`config.mk`:
```
export PLATFORM = sky130hd
export DESIGN_NAME = interrupt_arbiter
export DESIGN_NICKNAME = d
export VERILOG_FILES = /design/src/rtl/interrupt_arbiter.sv
export SDC_FILE = /design/constraint.sdc
export NUM_CORES = 1
export LEC_CHECK = 0
export BUFFER_PORTS_ARGS = -buffer_cell sky130_fd_sc_hd__buf_2
export CAP_MARGIN = 20
export CORE_MARGIN = 8
export CORE_UTILIZATION = 45
export CTS_BUF_LIST = sky130_fd_sc_hd__clkbuf_8
export CTS_CLUSTER_SIZE = 20
export DETAILED_ROUTE_END_ITERATION = 8
export MAX_ROUTING_LAYER = met4
export PLACE_DENSITY = 0.74
export SLEW_MARGIN = 25
export SYNTH_ARGS = -nofsm -noshare
export SYNTH_HDL_FRONTEND = slang
export SYNTH_SLANG_ARGS = --single-unit
```
`constraint.sdc`:
```
create_clock -name clk -period 2.8 [get_ports clk]
set_input_delay 0 -clock clk [delete_from_list [all_inputs] [get_ports clk]]
set_output_delay 0 -clock clk [all_outputs]
set_load 0.03 [all_outputs]
```
`src/rtl/interrupt_arbiter.sv`:
```
// Prioritised interrupt arbiter: per-source synchronizer and edge/level capture
// feeding a non-preemptive IDLE/REQUEST/SERVICE handshake with the core.

module irq_lane #(
  parameter int SYNC_STAGES = 2
) (
  input  logic clk,
  input  logic reset,
  input  logic src,
  input  logic edge_mode,
  input  logic clr,
  output logic pending
);
  logic [SYNC_STAGES-1:0] sync_q;
  logic                   hist_q;
  logic                   synced;
  logic                   rise;

  assign synced = sync_q[SYNC_STAGES-1];
  assign rise   = synced & ~hist_q;

  always_ff @(posedge clk) begin
    if (reset) begin
      sync_q  <= '0;
      hist_q  <= 1'b0;
      pending <= 1'b0;
    end else begin
      sync_q <= {sync_q[SYNC_STAGES-2:0], src};
      hist_q <= synced;
      // a fresh edge outranks an acceptance clear in the same cycle
      pending <= edge_mode ? (rise | (pending & ~clr)) : synced;
    end
  end
endmodule

module interrupt_arbiter #(
  parameter int NUM_SRC     = 4,
  parameter int SYNC_STAGES = 2,
  localparam int ID_W       = (NUM_SRC > 1) ? $clog2(NUM_SRC) : 1
) (
  input  logic               clk,
  input  logic               reset,
  input  logic [NUM_SRC-1:0] irq_src,
  input  logic [NUM_SRC-1:0] edge_mode,
  input  logic [NUM_SRC-1:0] irq_enable,
  input  logic               irq_ack,
  input  logic               irq_done,
  output logic               irq_req,
  output logic [ID_W-1:0]    irq_id,
  output logic [NUM_SRC-1:0] irq_pending
);
  typedef enum logic [1:0] {IDLE, REQUEST, SERVICE} state_t;

  state_t             state, state_nxt;
  logic [ID_W-1:0]    id_q, win_id;
  logic [NUM_SRC-1:0] pend, cand, clr;
  logic               any, accept;

  for (genvar g = 0; g < NUM_SRC; g++) begin : g_lane
    irq_lane #(.SYNC_STAGES(SYNC_STAGES)) u_lane (
      .clk       (clk),
      .reset     (reset),
      .src       (irq_src[g]),
      .edge_mode (edge_mode[g]),
      .clr       (clr[g]),
      .pending   (pend[g])
    );
  end

  assign cand   = pend & irq_enable;
  assign any    = |cand;
  assign accept = (state == REQUEST) && irq_ack;

  // lowest index wins
  always_comb begin
    win_id = '0;
    for (int i = NUM_SRC - 1; i >= 0; i--)
      if (cand[i]) win_id = ID_W'(i);
  end

  always_comb begin
    clr = '0;
    if (accept) clr[id_q] = 1'b1;
  end

  always_ff @(posedge clk) begin
    if (reset) begin
      state <= IDLE;
      id_q  <= '0;
    end else begin
      state <= state_nxt;
      if (state == IDLE && any) id_q <= win_id;
    end
  end

  always_comb begin
    state_nxt = state;
    case (state)
      IDLE:    if (any) state_nxt = REQUEST;
      REQUEST: if (irq_ack) state_nxt = SERVICE;
               else if (!cand[id_q]) state_nxt = IDLE;
      SERVICE: if (irq_done) state_nxt = IDLE;
      default: state_nxt = IDLE;
    endcase
  end

  always_comb begin
    irq_req     = (state == REQUEST);
    irq_id      = id_q;
    irq_pending = pend;
  end
endmodule

```
# Yosys cells after proc, flatten, opt, wreduce, memory -nomap -nowiden
# Cells that the tools add are included.
# Widths: inputs -> output; s select.
# word_totals
in_bits	16
out_inout_bits	7
regBits	20
# op_classes
reduce_logical	6
n_lt_le_gt_ge	2
bitwise	21
mux	18
eq_ne	5
# ops
operator	count
$mux 2	8
$and 1x1->1	8
$not 1->1	8
$mux 1	6
$pmux 2 s3	1
$and 4x4->4	1
$mux 4	1
$ne 2x2->1 const B	2
$or 1x1->1	4
$reduce_or 4->1	1
$logic_and 1x1->1	3
$lt 2x3->1 const B	1
$ne 3x3->1 const B	1
$reduce_and 3->1	1
$bmux 1 s2	1
$demux 1 s2	1
$eq 2x1->1 const B	1
$eq 2x2->1 const B	1
$ge 2x1->1 const B	1
$logic_not 2->1	1

# Longest topological paths before layout
# Gate-level depths: netlist of the first run.
# depth
word_depth	9
ltp_mapped	4

# Cells and area by module
# A second synthesis of the first run with hierarchy kept.
# hier_totals
hier_cells	73
area_unflattened_um2	788.3
# by_module_without_submodules
module	cells_per_inst	n_inst	area_each_um2
irq_lane	10	4	125.1
interrupt_arbiter	33	1	287.8

# Worst setup path before layout of the first run
# OpenSTA, ideal clock, no wires.
# synth_path
kind	register to register
startpoint	register id_q[0], in the netlist irq_id[0]
endpoint	register state[0]
path_slack_ps	1145
arrival_ps	1584
required_ps	2729
stages_incl_launch_ff	4
path_buffers	0
path_cell_list	dfxtp_1 -> mux4_2 -> or3b_1 -> a21oi_1
# synth_between
elab_chain_len	4
# synth_lines
item	line	text
start, declared	55	logic [ID_W-1:0] id_q, win_id;
start signal, assigned	92	if (state == IDLE && any) id_q <= win_id;
$bmux 1 s2	101	else if (!cand[id_q]) state_nxt = IDLE;
$mux 1 (implied by the code)	101	
$ne 3x3->1 (no line)	--	
$reduce_and 3->1 (no line)	--	
end signal, assigned	91	state <= state_nxt;
end, declared	54	state_t state, state_nxt;
# Every way passes these cells. The select of a mux whose other input is x is not followed.
# A chain may end at the register's enable or synchronous reset.

# Final worst setup path of the first run
# Same ends and word-level chain as after synthesis.

==> out/metrics.yaml, run 1 <==
job:
  drv_cap: 0
detailed_routing:
  drtIter0Drc: 9
  post_drt_wl_per_cell_microns: 12.52
  avgViaCountPerCell: 5.256
  drc: 0
  antenna_left: 0
  vias: 636
  first_pass_iters: 4
  wl_mm: 1.515
global_route:
  grt_pass1_vias: 609
  overflow: 0
  grt_max_degree: 21
  grt_use_total: 0.1057
  antenna_found_initial: 0
  grt_pass1_wl_mm: 2.677
clock_tree:
  cts_setup_buffers: 0
  h-tree-depth: 1
  clock_latency_ns: 0.26
  cts_made_buffers: 3
  clkTransAtPathRegs_ns: 0.07
  cts_sinks: 20
  cts_max_path_buffers: 2
  cts_root_buffer: "clkbuf_8"
  cts_tree: "yes"
critical_path:
  r2r_slack_ns: 1.24
  cp.buffers_inverters: 0
  cp_num_cells: 3
  r2r_end: "state[0]$_SDFFE_PP0P_"
  critical_path_arrival_ns: 1.75
  reg2reg_from: "irq_id[0]$_SDFFE_PP0P_"
  r2r_cells: 3
  crit_chain: "mux4_2 > or3b_1 > a21oi_1"
  cp.required_ns: 2.99
  crit_slowest_cell: "mux4_2"
  path_delay_family: "multiplexers"
  worstSetupEndpointType: "flip-flop"
  worstSetupEndpoint: "state[0]$_SDFFE_PP0P_"
  cp_max_fo: 7
  crit_type: "flip-flop to flip-flop"
  critPathMaxStageDelay_ns: 0.53
  critPathLaunch: "irq_id[0]$_SDFFE_PP0P_"
  cp-start-kind: "flip-flop"
min_path:
  hold_path_class: "input pin to flip-flop"
place:
  io_buffer_count: 22
  placed_area_sq_um: 845.8
  hpwl_mm: 1.149
  gp_congestion: 0.8698
logic_synthesis:
  yosys-top-cells-area: "dfxtp_1 53%, nor2b_1 11%, nand2_1 9.0%"
  ys.warnings.count: 0
  async_flop_share: 0
  synth_top_cells_by_count: "20 x dfxtp_1, 18 x nand2_1, 13 x nor2b_1"
  syn_avg_cell_area_sq_um: 9.415
  syn-cell-area_sq_um: 753.2
  ys.flop_type: "dfxtp_1"
  yosysTopAreaCell: "dfxtp_1"
  syn-num-nets: 96
  netlist_instances: 80
  synth_seq_cells: 20
  ys_seq_area_frac: 0.5316
  synth_top_area_share: 0.5316
  yosysMostFrequentCell: "dfxtp_1"
  synth.distinct_cells: 20
  synth_edf_count: 0
timing:
  finalCritPeriodShare: 0.5585
  finalSetupViolCount: 0
  max_freq_mhz: 639.4
  period_needed_ns: 1.564
  drv_slew: 0
  max_slew_margin: 0.7685
  skew_ns: 0.001096
  tns_ns: 0
  finalHoldViolCount: 0
  rsz0062_at_grt: "no"
  worst_pin_slew_ns: 0.3473
floorplanning:
  core_sq_um: 1541
  die_h_microns: 56.91
  die_area_sq_um: 3239
  ios: 23
  fp-row-count: 14
  start_util: 0.4886
  fp.dieW_microns: 56.91
power:
  p_per_area_nw_per_um2: 659.6
  p_leak_nw: 0.3952
  irDropWorstVdd_mv: 0.4320
final_layout:
  final_nets: 122
  insertedDiodeCount: 0
  stdcell_area_sq_um: 967.2
  final_layout_size_suffix_gt1_frac: 0.2667
  syn2layout_area_growth_pct: 28.41
outcome:
  status: "finished, final reports clean"
==> where the power goes <==
| group | leakage [nW] | internal, mW | switching, mW |
|---|---|---|---|
| Sequential | 0.164 | 0.295 | 0.00621 |
| Clock | 0.0357 | 0.191 | 0.0936 |
| Combinational | 0.196 | 0.0247 | 0.0273 |
| Total | 0.395 | 0.511 | 0.127 |
==> placed cells by master, fill, tap and decap left out, drive strengths merged, types with 2 or more instances in the layout <==
cell type	synthesis	routed
nand2	18	18
buf	5	22
dfxtp	20	20
dlygate4sd3	0	5
nor2b	13	13
a22o	3	3
nor3b	2	2
o31ai	3	3
clkbuf	1	3
nor2	3	3
a21oi	4	4
==> metal layers <==
layer / wire length, microns / global-route usage / vias up
li1: - / - / 319
met1: 630 / 0.1014 / 285
met2: 706 / 0.1659 / 25
met3: 134 / 0.06292 / 7
met4: 44 / 0.05034 / 0
met5: 0 / - / -
==> worst min-delay path by stage <==
stage,from,end,cells past startpoint
after floorplan,reset,g_lane[3].u_lane.hist_q$_SDFF_PP0_,1
after global placement,irq_src[0],g_lane[0].u_lane.sync_q[0]$_SDFF_PP0_,2
after detailed placement,irq_src[2],g_lane[2].u_lane.sync_q[0]$_SDFF_PP0_,2
after CTS,edge_mode[2],g_lane[2].u_lane.pending$_SDFF_PP0_,3
after global routing,edge_mode[2],g_lane[2].u_lane.pending$_SDFF_PP0_,3
final,edge_mode[2],g_lane[2].u_lane.pending$_SDFF_PP0_,3
==> worst reg2reg max path, cell delays in order (launching register included) <==
cell and delay, ns:
dfxtp_1 0.46, mux4_2 0.53, or3b_1 0.36, a21oi_1 0.14
==> flip-flops by register name, indices dropped and copies added, names as in the netlist <==
register / count
irq_id: 2
state: 2
g_lane.u_lane.sync_q: 8
g_lane.u_lane.pending: 4
g_lane.u_lane.hist_q: 4
==> per-stage QoR <==
stage	power, mW	utilization	hold slack [ns]	setup slack (ns)	instances
2_1_floorplan	0.3377	-	0.08320	1.145	80
3_3_place_gp	0.3538	0.5487	0.2072	1.343	112
3_5_place_dp	0.3553	0.5487	0.2152	1.258	112
4_1_cts	0.6474	0.6274	0.005964	1.240	121
5_1_grt	0.6689	0.6274	0.0009720	1.123	121
6_report	0.6380	0.6274	0.008257	1.236	121
==> logic make-up after synthesis <==
group | Yosys count | share of synthesized area
simple gates | 40 | 0.2658
flops | 20 | 0.5316
compound gates | 13 | 0.1229
buf+inv | 6 | 0.04983
mux | 1 | 0.02990
==> layout make-up <==
cell class	count	area, sq um
Multi-Input combinational cell	54	315.3
Sequential cell	20	400.4
Clock inverter	1	30.03
Timing Repair Buffer	27	160.2
Fill cell	144	574.3
Clock buffer	3	41.29
Tap cell	16	20.02
==> timing repair <==
| item | 4_1_cts | 5_1_grt |
|---|---|---|
| resized for setup | 0 | 0 |
| endpoints found under the hold margin | 5 | 0 |
| hold buffers | 5 | 0 |
Note: power is estimated with default switching activity, not from simulation.
==> run 2, diff against run 1 <==
- ABC_AREA: not set -> 1
- CORE_ASPECT_RATIO: not set -> 0.75
- PLACE_DENSITY: 0.74 -> 0.76
- clock period: 2.8 -> 1.3 ns (I/O delays scaled with it)
==> run 2 against run 1 <==
Area after synthesis increased by 7.5%. Critical path depth rose by 4. Cell count increased by 30%. Worst setup slack worse by 1.0 ns. Clock power is 120% higher. First-iteration DRC count grew to 5.9 times the previous value.
==> out/metrics.yaml, run 2 <==
critical_path:
  worstSetupEndpointType: "flip-flop"
  cp.required_ns: 1.44
  crit_chain: "inv_1 > nand2_1 > nor2_1 > nor2_1 > nand2_1 > nand2_1 > a21oi_2"
  cp_max_fo: 6
  cp-start-kind: "flip-flop"
  critPathMostFrequentCell: "nand2_1"
  critical_path_arrival_ns: 1.21
  crit_type: "flip-flop to flip-flop"
  crit_slowest_cell: "dfxtp_1"
  critPathMaxStageDelay_ns: 0.45
clock_tree:
  cts_made_buffers: 3
  clock_latency_ns: 0.26
  cts_max_path_buffers: 2
  ctsResizeCount: 0
  cts_sinks: 20
  h-tree-depth: 1
  cts_root_buffer: "clkbuf_8"
  clkTransAtPathRegs_ns: 0.07
  cts_tree: "yes"
logic_synthesis:
  yosysMostFrequentCell: "nand2_1"
  yosysTopAreaCell: "dfxtp_1"
  yosys.area_share.adder: 0
  synth_top_cells_by_count: "24 x nand2_1, 20 x dfxtp_1, 19 x nor2_1"
  yosys-top-cells-area: "dfxtp_1 49%, nand2_1 11%, nor2_1 8.8%"
  synth_seq_cells: 20
  synth_edf_count: 0
  netlist_instances: 111
  ys_seq_area_frac: 0.4946
  synth_xor_area_frac: 0
  synth.distinct_cells: 18
  syn-num-nets: 127
  async_flop_share: 0
  synth_top_area_share: 0.4946
  synth-simple-area-share: 0.3153
  syn-cell-area_sq_um: 809.5
  ys.warnings.count: 0
  ys.flop_type: "dfxtp_1"
  syn_avg_cell_area_sq_um: 7.293
  synth_top_family_by_area: "simple AND/OR/NAND/NOR gates"
  synth-compound-area-share: 0.05719
  muxShareOfSynthArea: 0
final_layout:
  final_cell_mix: "24 x nand2_1, 22 x buf_2, 20 x dfxtp_1"
  syn2layout_area_growth_pct: 25.81
  insertedDiodeCount: 0
  regMostFlops: "g_lane.u_lane.sync_q"
  largest_reg_flops: 8
  final_layout_size_suffix_gt1_frac: 0.2444
  final_nets: 152
  layout_commonest_cell: "nand2_1"
  top_regs: "g_lane.u_lane.sync_q: 8 flops, g_lane.u_lane.hist_q: 4 flops, g_lane.u_lane.pending: 4 flops"
  stdcell_area_sq_um: 1018
floorplanning:
  start_util: 0.4740
  fp-row-count: 13
  fp.dieW_microns: 64.98
  die_area_sq_um: 3426
  ios: 23
  core_sq_um: 1708
  die_h_microns: 52.73
power:
  irDropWorstVdd_mv: 1.070
  p_leak_nw: 0.4805
  p_per_area_nw_per_um2: 1390
place:
  io_buffer_count: 22
  gp_congestion: 0.8286
  dp_slack_ns: 0.2665
  hpwl_mm: 1.291
  placed_area_sq_um: 907.1
timing:
  rsz0062_at_grt: "no"
  max_freq_mhz: 937.2
  tns_ns: 0
  worst_pin_slew_ns: 0.2997
  hold_slack_ns: 0.01760
  skew_ns: 0.0009350
  setup_ws_ns: 0.2330
  finalSetupViolCount: 0
  finalHoldViolCount: 0
  period_needed_ns: 1.067
  finalCritPeriodShare: 0.8208
  max_slew_margin: 0.8002
  drv_slew: 0
min_path:
  hold_path_class: "input pin to flip-flop"
detailed_routing:
  wl_mm: 1.734
  avgViaCountPerCell: 4.561
  drc: 0
  vias: 716
  drtIter0Drc: 53
  antenna_left: 0
  first_pass_iters: 6
  post_drt_wl_per_cell_microns: 11.04
global_route:
  grt_pass1_wl_mm: 2.884
  grt_max_degree: 17
  grt_pass1_vias: 680
  grt_use_total: 0.1115
  overflow: 0
  antenna_found_initial: 0
outcome:
  status: "finished, final reports clean"
job:
  drv_cap: 0
[run 2: cell types whose count changed after synthesis, sizes merged, moves of 2 or more]
cell,change
nor2,+20
inv,+17
nor2b,-13
nand2,+7
nand3,+6
a22o,-3
o21ai,+3
o31ai,-3
nor3,+2
nor3b,-2
[run 2: power by group]
part	internal (mW)	total, mW	switching, mW
Clock	0.411	0.617	0.206
Combinational	0.0552	0.141	0.0857
Sequential	0.639	0.658	0.0185
[run 2: path summary, 6_finish.rpt]
path                            cells after the start                                     to  slack, ns                             startpoint
worst max-delay path                                7                  state[0]$_SDFFE_PP0P_       0.23                 irq_id[0]$_SDFFE_PP0P_
worst min-delay path                                3                  state[1]$_SDFFE_PP0P_       0.02                               irq_done
worst max register to register                      7                  state[0]$_SDFFE_PP0P_       0.23                 irq_id[0]$_SDFFE_PP0P_
worst min register to register                      2  g_lane[3].u_lane.sync_q[1]$_SDFF_PP0_       0.40  g_lane[3].u_lane.sync_q[0]$_SDFF_PP0_
[run 2: layer usage]
layer	wire [microns]	vias up	global-route usage
met2	803	23	0.1911
met3	119	2	0.04915
met5	0	-	-
li1	-	379	-
met1	797	312	0.1184
met4	14	0	0.02166
[run 2: cells by family after synthesis]
| family | after synthesis |
|---|---|
| AND/OR/NAND/NOR | 59 |
| flip-flops | 20 |
| AO/OA/AOI/OAI | 8 |
| buffers and inverters | 24 |
[run 2: worst max-delay path, delay by kind of cell (launching register included)]
family | cells | cell delay, ns
compound gates | 1 | 0.05
simple gates | 5 | 0.35
flops | 1 | 0.45
buf+inv | 1 | 0.11
[run 2: metrics by stage]
| step | utilization | power (mW) | instances |
|---|---|---|---|
| 2_1_floorplan | - | 0.7595 | 111 |
| 3_3_place_gp | 0.5311 | 0.7983 | 149 |
| 3_5_place_dp | 0.5311 | 0.8029 | 149 |
| 4_1_cts | 0.5963 | 1.426 | 157 |
| 5_1_grt | 0.5963 | 1.463 | 157 |
| 6_report | 0.5963 | 1.416 | 157 |
[run 2: area by class of cell]
cell class | instances | area [sq um]
Tap cell | 22 | 27.53
Inverter | 18 | 67.56
Timing Repair Buffer | 26 | 150.1
Clock buffer | 3 | 41.29
Multi-Input combinational cell | 67 | 301.5
Fill cell | 173 | 689.4
Clock inverter | 1 | 30.03
Sequential cell | 20 | 400.4
[run 2: timing repair]
action,4_1_cts,5_1_grt
setup endpoints to repair,0,0
hold endpoints to repair,4,0
setup buffers,0,0
hold buffers,4,0
